## config.mk

```make
export PLATFORM = sky130hd
export DESIGN_NAME = ksa_engine_flat
export DESIGN_NICKNAME = d
export VERILOG_FILES = /design/src/rtl/ksa_if.sv /design/src/rtl/ksa_engine.sv /design/src/flat_wrapper.sv
export SDC_FILE = /design/constraint.sdc
export NUM_CORES = 1
export LEC_CHECK = 0
export BUFFER_PORTS_ARGS = -buffer_cell sky130_fd_sc_hd__buf_4
export CAP_MARGIN = 5
export CELL_PAD_IN_SITES_DETAIL_PLACEMENT = 0
export CELL_PAD_IN_SITES_GLOBAL_PLACEMENT = 1
export CORE_ASPECT_RATIO = 1.25
export CORE_MARGIN = 2
export CORE_UTILIZATION = 38
export DETAILED_ROUTE_END_ITERATION = 10
export PLACE_DENSITY = 0.78
export SYNTH_ARGS = -nofsm -noshare
export SYNTH_HDL_FRONTEND = slang
export SYNTH_SLANG_ARGS = --single-unit
```

## constraint.sdc

```tcl
create_clock -name clk -period 3.1 [get_ports clk]
set_input_delay 0.155 -clock clk [delete_from_list [all_inputs] [get_ports clk]]
set_output_delay 0.155 -clock clk [all_outputs]
set_load 0.05 [all_outputs]
```

## src/rtl/ksa_if.sv

```systemverilog
// ---------------------------------------------------------------------------
// ksa_if -- bundle between the RC4 key-scheduling engine, its controller and
// the single-port S-box RAM.
//
//   start    controller -> engine  one-cycle run request
//   mode     controller -> engine  00 full, 01 init only, 10 shuffle only, 11 no-op
//   key      controller -> engine  KEY_BYTES words of ADDR_W bits, word 0 in the MSBs
//   address  engine -> RAM         RAM address
//   wren     engine -> RAM         RAM write enable
//   data     engine -> RAM         RAM write data
//   q        RAM -> engine         read data, valid the cycle after its address
//   busy     engine -> controller  run in progress
//   done     engine -> controller  one-cycle end-of-run pulse
//
// master: the engine side.  slave: the controller/RAM side.
// ---------------------------------------------------------------------------
interface ksa_if #(
   parameter int ADDR_W    = 8,
   parameter int KEY_BYTES = 3
);
   logic                          start;
   logic [1:0]                    mode;
   logic [KEY_BYTES*ADDR_W-1:0]   key;
   logic [ADDR_W-1:0]             address;
   logic                          wren;
   logic [ADDR_W-1:0]             data;
   logic [ADDR_W-1:0]             q;
   logic                          busy;
   logic                          done;

   modport master (
      input  start, mode, key, q,
      output address, wren, data, busy, done
   );

   modport slave (
      output start, mode, key, q,
      input  address, wren, data, busy, done
   );
endinterface

```

## src/rtl/ksa_engine.sv

```systemverilog
// ---------------------------------------------------------------------------
// ksa_engine -- parametrised RC4 key-scheduling engine driving a single-port
// synchronous S-box RAM of 2^ADDR_W words of ADDR_W bits.
//
// Ports:
//   clk      system clock
//   reset_n  synchronous active-low reset
//   bus      ksa_if.master: start/mode/key/busy/done towards the controller,
//            address/wren/data/q towards the S-box RAM
//
// Phases: init writes S[i]=i (one cycle per entry); shuffle performs the
// key-driven swap in six cycles per entry because the RAM has one port and
// one cycle of read latency.  Every output is registered on entry to the
// state it belongs to, so the bus values seen in a cycle are those of the
// current state.
// ---------------------------------------------------------------------------
module ksa_engine #(
   parameter int ADDR_W    = 8,
   parameter int KEY_BYTES = 3
) (
   input  logic   clk,
   input  logic   reset_n,
   ksa_if.master  bus
);

   localparam int KI_W = (KEY_BYTES > 1) ? $clog2(KEY_BYTES) : 1;

   typedef enum logic [3:0] {
      IDLE,
      INIT,
      SH_ADDR_I,
      SH_READ_I,
      SH_ADDR_J,
      SH_READ_J,
      SH_WR_I,
      SH_WR_J,
      FIN
   } state_t;

   state_t                        state_reg;
   logic [ADDR_W-1:0]             i_reg;
   logic [ADDR_W-1:0]             j_reg;
   logic [ADDR_W-1:0]             si_reg;
   logic [KI_W-1:0]               k_idx_reg;
   logic [KEY_BYTES*ADDR_W-1:0]   key_reg;
   logic [1:0]                    mode_reg;
   logic [ADDR_W-1:0]             address_reg;
   logic [ADDR_W-1:0]             data_reg;
   logic                          wren_reg;
   logic                          busy_reg;
   logic                          done_reg;

   // Latched key split into words; word 0 sits in the most-significant bits.
   logic [ADDR_W-1:0] key_words [KEY_BYTES];

   generate
      for (genvar gi = 0; gi < KEY_BYTES; gi++) begin : g_key_words
         assign key_words[gi] = key_reg[(KEY_BYTES-1-gi)*ADDR_W +: ADDR_W];
      end
   endgenerate

   logic              last_i;
   logic              last_k;
   logic [ADDR_W-1:0] j_sum;
   logic [ADDR_W-1:0] i_inc;

   assign last_i = (i_reg == {ADDR_W{1'b1}});
   assign last_k = (k_idx_reg == KI_W'(KEY_BYTES - 1));
   assign i_inc  = i_reg + 1'b1;
   // q holds S[i] during SH_READ_I; the sum wraps at the word width.
   assign j_sum  = j_reg + bus.q + key_words[k_idx_reg];

   always_ff @(posedge clk) begin
      if (!reset_n) begin
         state_reg   <= IDLE;
         i_reg       <= '0;
         j_reg       <= '0;
         si_reg      <= '0;
         k_idx_reg   <= '0;
         key_reg     <= '0;
         mode_reg    <= 2'b00;
         address_reg <= '0;
         data_reg    <= '0;
         wren_reg    <= 1'b0;
         busy_reg    <= 1'b0;
         done_reg    <= 1'b0;
      end else begin
         done_reg <= 1'b0;
         case (state_reg)
            IDLE: begin
               if (bus.start) begin
                  key_reg   <= bus.key;
                  mode_reg  <= bus.mode;
                  i_reg     <= '0;
                  j_reg     <= '0;
                  k_idx_reg <= '0;
                  case (bus.mode)
                     2'b00, 2'b01: begin
                        state_reg   <= INIT;
                        busy_reg    <= 1'b1;
                        address_reg <= '0;
                        data_reg    <= '0;
                        wren_reg    <= 1'b1;
                     end
                     2'b10: begin
                        state_reg   <= SH_ADDR_I;
                        busy_reg    <= 1'b1;
                        address_reg <= '0;
                        wren_reg    <= 1'b0;
                     end
                     default: begin
                        // No-op: straight to the done pulse, never busy.
                        state_reg <= FIN;
                        done_reg  <= 1'b1;
                        busy_reg  <= 1'b0;
                     end
                  endcase
               end
            end

            INIT: begin
               if (last_i) begin
                  i_reg    <= '0;
                  wren_reg <= 1'b0;
                  if (mode_reg == 2'b00) begin
                     state_reg   <= SH_ADDR_I;
                     address_reg <= '0;
                  end else begin
                     state_reg <= FIN;
                     done_reg  <= 1'b1;
                     busy_reg  <= 1'b0;
                  end
               end else begin
                  i_reg       <= i_inc;
                  address_reg <= i_inc;
                  data_reg    <= i_inc;
               end
            end

            SH_ADDR_I: state_reg <= SH_READ_I;

            SH_READ_I: begin
               si_reg      <= bus.q;
               j_reg       <= j_sum;
               address_reg <= j_sum;
               state_reg   <= SH_ADDR_J;
            end

            SH_ADDR_J: state_reg <= SH_READ_J;

            SH_READ_J: begin
               // q is S[j]; write it to S[i] straight from the RAM output.
               address_reg <= i_reg;
               data_reg    <= bus.q;
               wren_reg    <= 1'b1;
               state_reg   <= SH_WR_I;
            end

            SH_WR_I: begin
               address_reg <= j_reg;
               data_reg    <= si_reg;
               wren_reg    <= 1'b1;
               state_reg   <= SH_WR_J;
            end

            SH_WR_J: begin
               wren_reg  <= 1'b0;
               i_reg     <= i_inc;
               k_idx_reg <= last_k ? '0 : k_idx_reg + 1'b1;
               if (last_i) begin
                  state_reg <= FIN;
                  done_reg  <= 1'b1;
                  busy_reg  <= 1'b0;
               end else begin
                  state_reg   <= SH_ADDR_I;
                  address_reg <= i_inc;
               end
            end

            FIN: state_reg <= IDLE;

            default: begin
               state_reg <= IDLE;
               wren_reg  <= 1'b0;
               busy_reg  <= 1'b0;
            end
         endcase
      end
   end

   assign bus.address = address_reg;
   assign bus.data    = data_reg;
   assign bus.wren    = wren_reg;
   assign bus.busy    = busy_reg;
   assign bus.done    = done_reg;

endmodule

```

## src/flat_wrapper.sv

```systemverilog
// flat-port wrapper written by rule: the top's interface ports become plain ports
module ksa_engine_flat 
#(
   parameter int ADDR_W    = 8,
   parameter int KEY_BYTES = 3
)
  (clk, reset_n, bus_start, bus_mode, bus_key, bus_q, bus_address, bus_wren, bus_data, bus_busy, bus_done);
  ksa_if #(.ADDR_W(ADDR_W), .KEY_BYTES(KEY_BYTES)) bus_i ();
  input  logic clk;
  input  logic reset_n;
  input wire logic [$bits(bus_i.start)-1:0] bus_start;
  input wire logic [$bits(bus_i.mode)-1:0] bus_mode;
  input wire logic [$bits(bus_i.key)-1:0] bus_key;
  input wire logic [$bits(bus_i.q)-1:0] bus_q;
  output wire logic [$bits(bus_i.address)-1:0] bus_address;
  output wire logic [$bits(bus_i.wren)-1:0] bus_wren;
  output wire logic [$bits(bus_i.data)-1:0] bus_data;
  output wire logic [$bits(bus_i.busy)-1:0] bus_busy;
  output wire logic [$bits(bus_i.done)-1:0] bus_done;
  assign bus_i.start = bus_start;
  assign bus_i.mode = bus_mode;
  assign bus_i.key = bus_key;
  assign bus_i.q = bus_q;
  assign bus_address = bus_i.address;
  assign bus_wren = bus_i.wren;
  assign bus_data = bus_i.data;
  assign bus_busy = bus_i.busy;
  assign bus_done = bus_i.done;
  ksa_engine #(.ADDR_W(ADDR_W), .KEY_BYTES(KEY_BYTES)) u_core (.clk(clk), .reset_n(reset_n), .bus(bus_i));
endmodule
```

# [Word level (Yosys, flattened, before mapping)]
# Index checks and enable logic that the tools add are counted.
[word_totals] word_cells=104 reg_bits=75 output_inout_bits=19 input_bits=37
[op_classes] addsub=4 eq_ne=22 muxes=40 bitwise=3 reduce_logical=22 n_lt_le_gt_ge=1
[ops] operator="8-bit 2-to-1 mux" count=11
[ops] operator="8-bit one-hot mux with 6 select lines" count=1
[ops] operator="4-bit one-hot mux with 8 select lines" count=1
[ops] operator="8-bit one-hot mux with 4 select lines" count=1
[ops] operator="8-bit one-hot mux with 3 select lines" count=1
[ops] operator="8-bit adder" count=2
[ops] operator="8-bit binary-select mux with 2-bit select" count=1
[ops] operator="4-bit by 3-bit == test with 1-bit output, second input constant" count=4
[ops] operator="4-bit 2-to-1 mux" count=4
[ops] operator="8-bit one-hot mux with 2 select lines" count=1
[ops] operator="2-bit != test, second input constant" count=6
[ops] operator="1-bit 2-to-1 mux" count=11
[ops] operator="2-bit AND reduction" count=5
[ops] operator="5-bit AND reduction" count=2
[ops] operator="8-bit by 1-bit adder with 8-bit output, second input constant" count=1
[ops] operator="4-bit by 2-bit == test with 1-bit output, second input constant" count=2
[ops] operator="8-bit == test, second input constant" count=1
[ops] operator="1-bit one-hot mux with 4 select lines" count=2
[ops] operator="4-bit one-hot mux with 2 select lines" count=1
[ops] operator="4-bit AND reduction" count=2
[ops] operator="3-bit != test, second input constant" count=2
[ops] operator="6-bit nonzero test" count=1
[ops] operator="6-bit OR reduction" count=1
[ops] operator="2-bit == test, second input constant" count=2
[ops] operator="other kinds (20)" count=26

# [Longest topological paths before layout]
[logic_depth] ltp_word=6 mapped_depth=14 depth_no_buf=13

# [Least setup slack after synthesis]
# Ideal clock, no wire load.
[synth_path] path_type="reg-to-reg" startpoint="register u_core.k_idx_reg[0]" endpoint="register u_core.address_reg[7], in the netlist u_core.bus.address[7]" n_path_buf=1 slack_ns=0.040 period_less_slack_ns=3.060 required_ns=3.014 setup_ns=0.086 arrival_ns=2.974 stages_incl_launch_ff=14 path_cell_list="dfxtp_1 -> buf_1 -> mux2i_1 -> o21ai_0 -> fa_1 -> ha_1 -> inv_1 -> fa_1 -> nor2b_1 -> o31ai_1 -> a21oi_1 -> xnor2_1 -> nand2_1 -> a221oi_2"
[synth_via] elab_chain_cells=6
[synth_lines] item="start, declared" line="ksa_engine.sv:44" rtl="logic [KI_W-1:0] k_idx_reg;"
[synth_lines] item="start signal, assigned" line="ksa_engine.sv:169" rtl="k_idx_reg <= last_k ? '0 : k_idx_reg + 1'b1;"
[synth_lines] item="2-bit inverter with 3-bit output (not written as such)" line="ksa_engine.sv:71" rtl="assign j_sum = j_reg + bus.q + key_words[k_idx_reg];"
[synth_lines] item="8-bit binary-select mux with 2-bit select" line="ksa_engine.sv:71"
[synth_lines] item="8-bit 2-to-1 mux (not written as such) (2 in a row)" line="ksa_engine.sv:71"
[synth_lines] item="8-bit adder" line="ksa_engine.sv:71"
[synth_lines] item="8-bit one-hot mux with 6 select lines" line="ksa_engine.sv:89" rtl="case (state_reg)"
[synth_lines] item="end signal, assigned" line="ksa_engine.sv:135" rtl="address_reg <= i_inc;"
[synth_lines] item="end signal, assigned" line="ksa_engine.sv:145" rtl="address_reg <= j_sum;"
[synth_lines] item="end signal, assigned" line="ksa_engine.sv:153" rtl="address_reg <= i_reg;"
[synth_lines] item="end, declared" line="ksa_engine.sv:47" rtl="logic [ADDR_W-1:0] address_reg;"
# No other way between the ends. The select of a mux whose other input is x is not followed.
# A chain may end at the register's enable or synchronous reset.

# [Worst setup path after layout]
[layout_path] startpoint="register u_core.k_idx_reg[0]" endpoint="register u_core.j_reg[6]"
[layout_via] elab_chain_cells=6
[layout_lines] item="2-bit inverter with 3-bit output (not written as such)" line="ksa_engine.sv:71"
[layout_lines] item="8-bit binary-select mux with 2-bit select" line="ksa_engine.sv:71"
[layout_lines] item="8-bit 2-to-1 mux (not written as such) (2 in a row)" line="ksa_engine.sv:71"
[layout_lines] item="8-bit adder" line="ksa_engine.sv:71"
[layout_lines] item="8-bit one-hot mux with 2 select lines" line="ksa_engine.sv:89"
[layout_lines] item="end signal, assigned" line="ksa_engine.sv:144" rtl="j_reg <= j_sum;"
[layout_lines] item="end, declared" line="ksa_engine.sv:42" rtl="logic [ADDR_W-1:0] j_reg;"
# No other way between the ends. The select of a mux whose other input is x is not followed.

==> metrics <==
total nets after synthesis=536; clk root buf=clkbuf_16; Std-Cell Rows=41; layout cell share with drive strength beyond 1=0.1895; top cells by area, synth=dfxtp_1 (39%), nand2_1 (11%), a21oi_1 (8.7%); final setup TNS=0 ps; CP Launch Point=u_core.k_idx_reg[0]; worst reg-to-reg path cell count=11; CTS tree=done; Clock Path Buffers=2; Leakage=1.800 nW; status=finished clean; First-pass DRT Iterations=5; die height=116.9 um; Hold Crit Class=in -> reg; final wirelength=10.26 mm; largest net degree at the start of global routing=46; Maximum Capacitance Violations=0; hold path endpoint=u_core.key_reg[17]; Post-CTS Setup Repair Bufs=0; register bit total from synthesis=75; Mapped Avg Cell Area=8.001 um2; sequential area share after synthesis=0.3877; drt initial violations=293; Post-synth EDFFs=0; Layout area overhead=21.71%; # diodes=0; setup ws final=176.7 ps; Final Hold Violating Endpoints=0; Die Area=11020 um2; half-perimeter wire length after placement=7.498 mm; Synth Warn #=0; routability congestion estimate=0.8405; power share of the clock group=0.435; area occupied by multi-input gates=2218 um2; global-route wire length before repair=16.38 mm; core area=10000 um2; # DRC=0; Comb pwr share=0.168; WL/cell=15.50 um; Syn Inst Count=484; H-tree levels=3; chip width=94.29 um; Worst Hold Depth=3; Final Critical Period=2923 ps; Fill cells=1003; Reg clk slew, reported paths=60 ps; Final Skew=7.798 ps; fin. max-slew vios=0; WHS=68.95 ps; Worst Path Max Fanout=8; P_sw=0.7135 mW; vias in the first global route=3189; gr ovfl total=0; via-per-instance ratio=5.361; reg2reg start=u_core.k_idx_reg[0]; Detail Route Antenna Nets=0; storage element area=1505 um2; fin nets=580; Reg2Reg Setup Slack=180 ps; via count=3549; hold path start=bus_key[17]; VDD IR max=0.0002979 V; Worst setup EP type=flip-flop; clk_lat worst skew=330 ps; critical path class=reg -> reg; final period utilization=0.9430; final setup fails=0; Fmax achieved=342.1 MHz; max reg flops=24; Synth cell types=58; Pint=1.926 mW; clock sinks=75; Place WS=38.50 ps; most common cell after layout, fill and taps aside=nand2_1; post-synthesis async set-or-reset flop share=0; WP data arrival=3150 ps; Initial Utilization=0.3871; startpoint types=flip-flop; IO Pins=56; part of the power in registers=0.397; Worst R2R End=u_core.j_reg[6]; I/O Buffers=55; total global-route track usage=0.1927; switch share=0.2703; post-layout util=0.4712; share of the synthesized area in the top cell type=0.3877; most frequent cells in the layout=nand2_1 (115), dfxtp_1 (74), a21oi_1 (67), buf_4 (63), nor2_1 (41); Synth Cell Area=3872 um2; Inserted Clock Buffers=9; top_reg_cell synth=dfxtp_1; CP required=3330 ps; relative slew slack=0.4296; RSZ-0062 raised after global routing=no; Worst-Margin Slew=851.0 ps; Yosys top cell by area=dfxtp_1; initial antenna violation count=0; Power per Cell Area=560.1 nW/um2
==> worst max-delay path by stage <==
stage	to	depth (start not counted)	slack (ps)
2_1_floorplan	u_core.bus.address[7]	13	40
3_3_place_gp	u_core.bus.address[6]	11	170
3_5_place_dp	u_core.j_reg[6]	11	40
4_1_cts	u_core.j_reg[6]	11	40
5_1_grt	u_core.bus.address[7]	12	20
6_report	u_core.j_reg[6]	11	180
==> through the flow <==
stage	power, mW	instances	instance area, um2
after detailed placement	1.505	646	4358
after global placement	1.499	646	4358
after global routing	2.758	662	4713
final	2.640	662	4713
after floorplan	1.367	484	3872
after CTS	2.648	662	4687
==> synth_stat cells (2+ instances only) <==
cell type	number
nand2_1	115
dfxtp_1	75
a21oi_1	67
nor2_1	41
o21ai_0	17
clkbuf_1	14
nand3_1	14
buf_2	11
mux2i_1	11
a222oi_1	9
fa_1	8
xnor2_1	8
ha_1	7
inv_1	6
xor2_1	6
a21o_1	4
a221oi_1	4
a22oi_1	4
a31oi_1	4
and2_1	4
o21a_1	4
a31o_2	3
nand2b_1	3
a211oi_1	2
a2bb2oi_1	2
buf_4	2
buf_6	2
nor2b_1	2
nor3_1	2
o21ai_2	2
o2bb2ai_1	2
o31ai_1	2
or2_2	2
==> routing by layer <==
layer / vias to the layer above / global-route usage / routed length, um
met5: - / 0 / 0
met4: 0 / 0.07536 / 204
met3: 9 / 0.04289 / 642
met2: 127 / 0.3129 / 4987
met1: 1642 / 0.2504 / 4426
li1: 1771 / - / -
==> power by group through the flow <==
stage | Sequential [mW] | Clock, mW | Combinational, mW
after CTS | 1.05 | 1.16 | 0.437
after floorplan | 1.08 | 0 | 0.292
final | 1.05 | 1.15 | 0.443
after global placement | 1.07 | 0 | 0.429
after global routing | 1.05 | 1.21 | 0.493
after detailed placement | 1.07 | 0 | 0.435
==> layout make-up <==
cell class / count / share of cell area
multi-input cells: 372 / 0.4707
flip-flops and latches: 75 / 0.3194
clock inverters: 4 / 0.01540
clock buffers: 12 / 0.05442
well taps: 129 / 0.03424
repair buffers: 63 / 0.1003
inverters: 7 / 0.005575
==> kinds of logic (layout without fill, tap and decap cells) <==
kind of cell,Yosys count,in the layout,synth area share
compound gates,133,133,0.2171
fa+ha+maj,15,15,0.06397
buf+inv,37,86,0.04523
mux,11,11,0.02843
flops,75,75,0.3877
xor+xnor,14,14,0.03166
simple gates,199,199,0.2259
==> worst max-delay path: stages, from the launching register on <==
cell     delay [ps]
dfxtp_4         380
buf_4           180
mux2i_1         200
o21ai_1         100
fa_1            460
ha_1            360
and2_1          160
a311o_1         320
a21oi_1         180
xor2_1          180
nor2_1           80
o21a_1          210
==> repair_timing <==
| action | in CTS | in global routing |
|---|---|---|
| setup endpoints to repair | 0 | 6 |
| hold endpoints to repair | 0 | 0 |
| gates resized for setup | 0 | 7 |
| hold buffers | 0 | 0 |
Power figures use the tool's default switching activity.
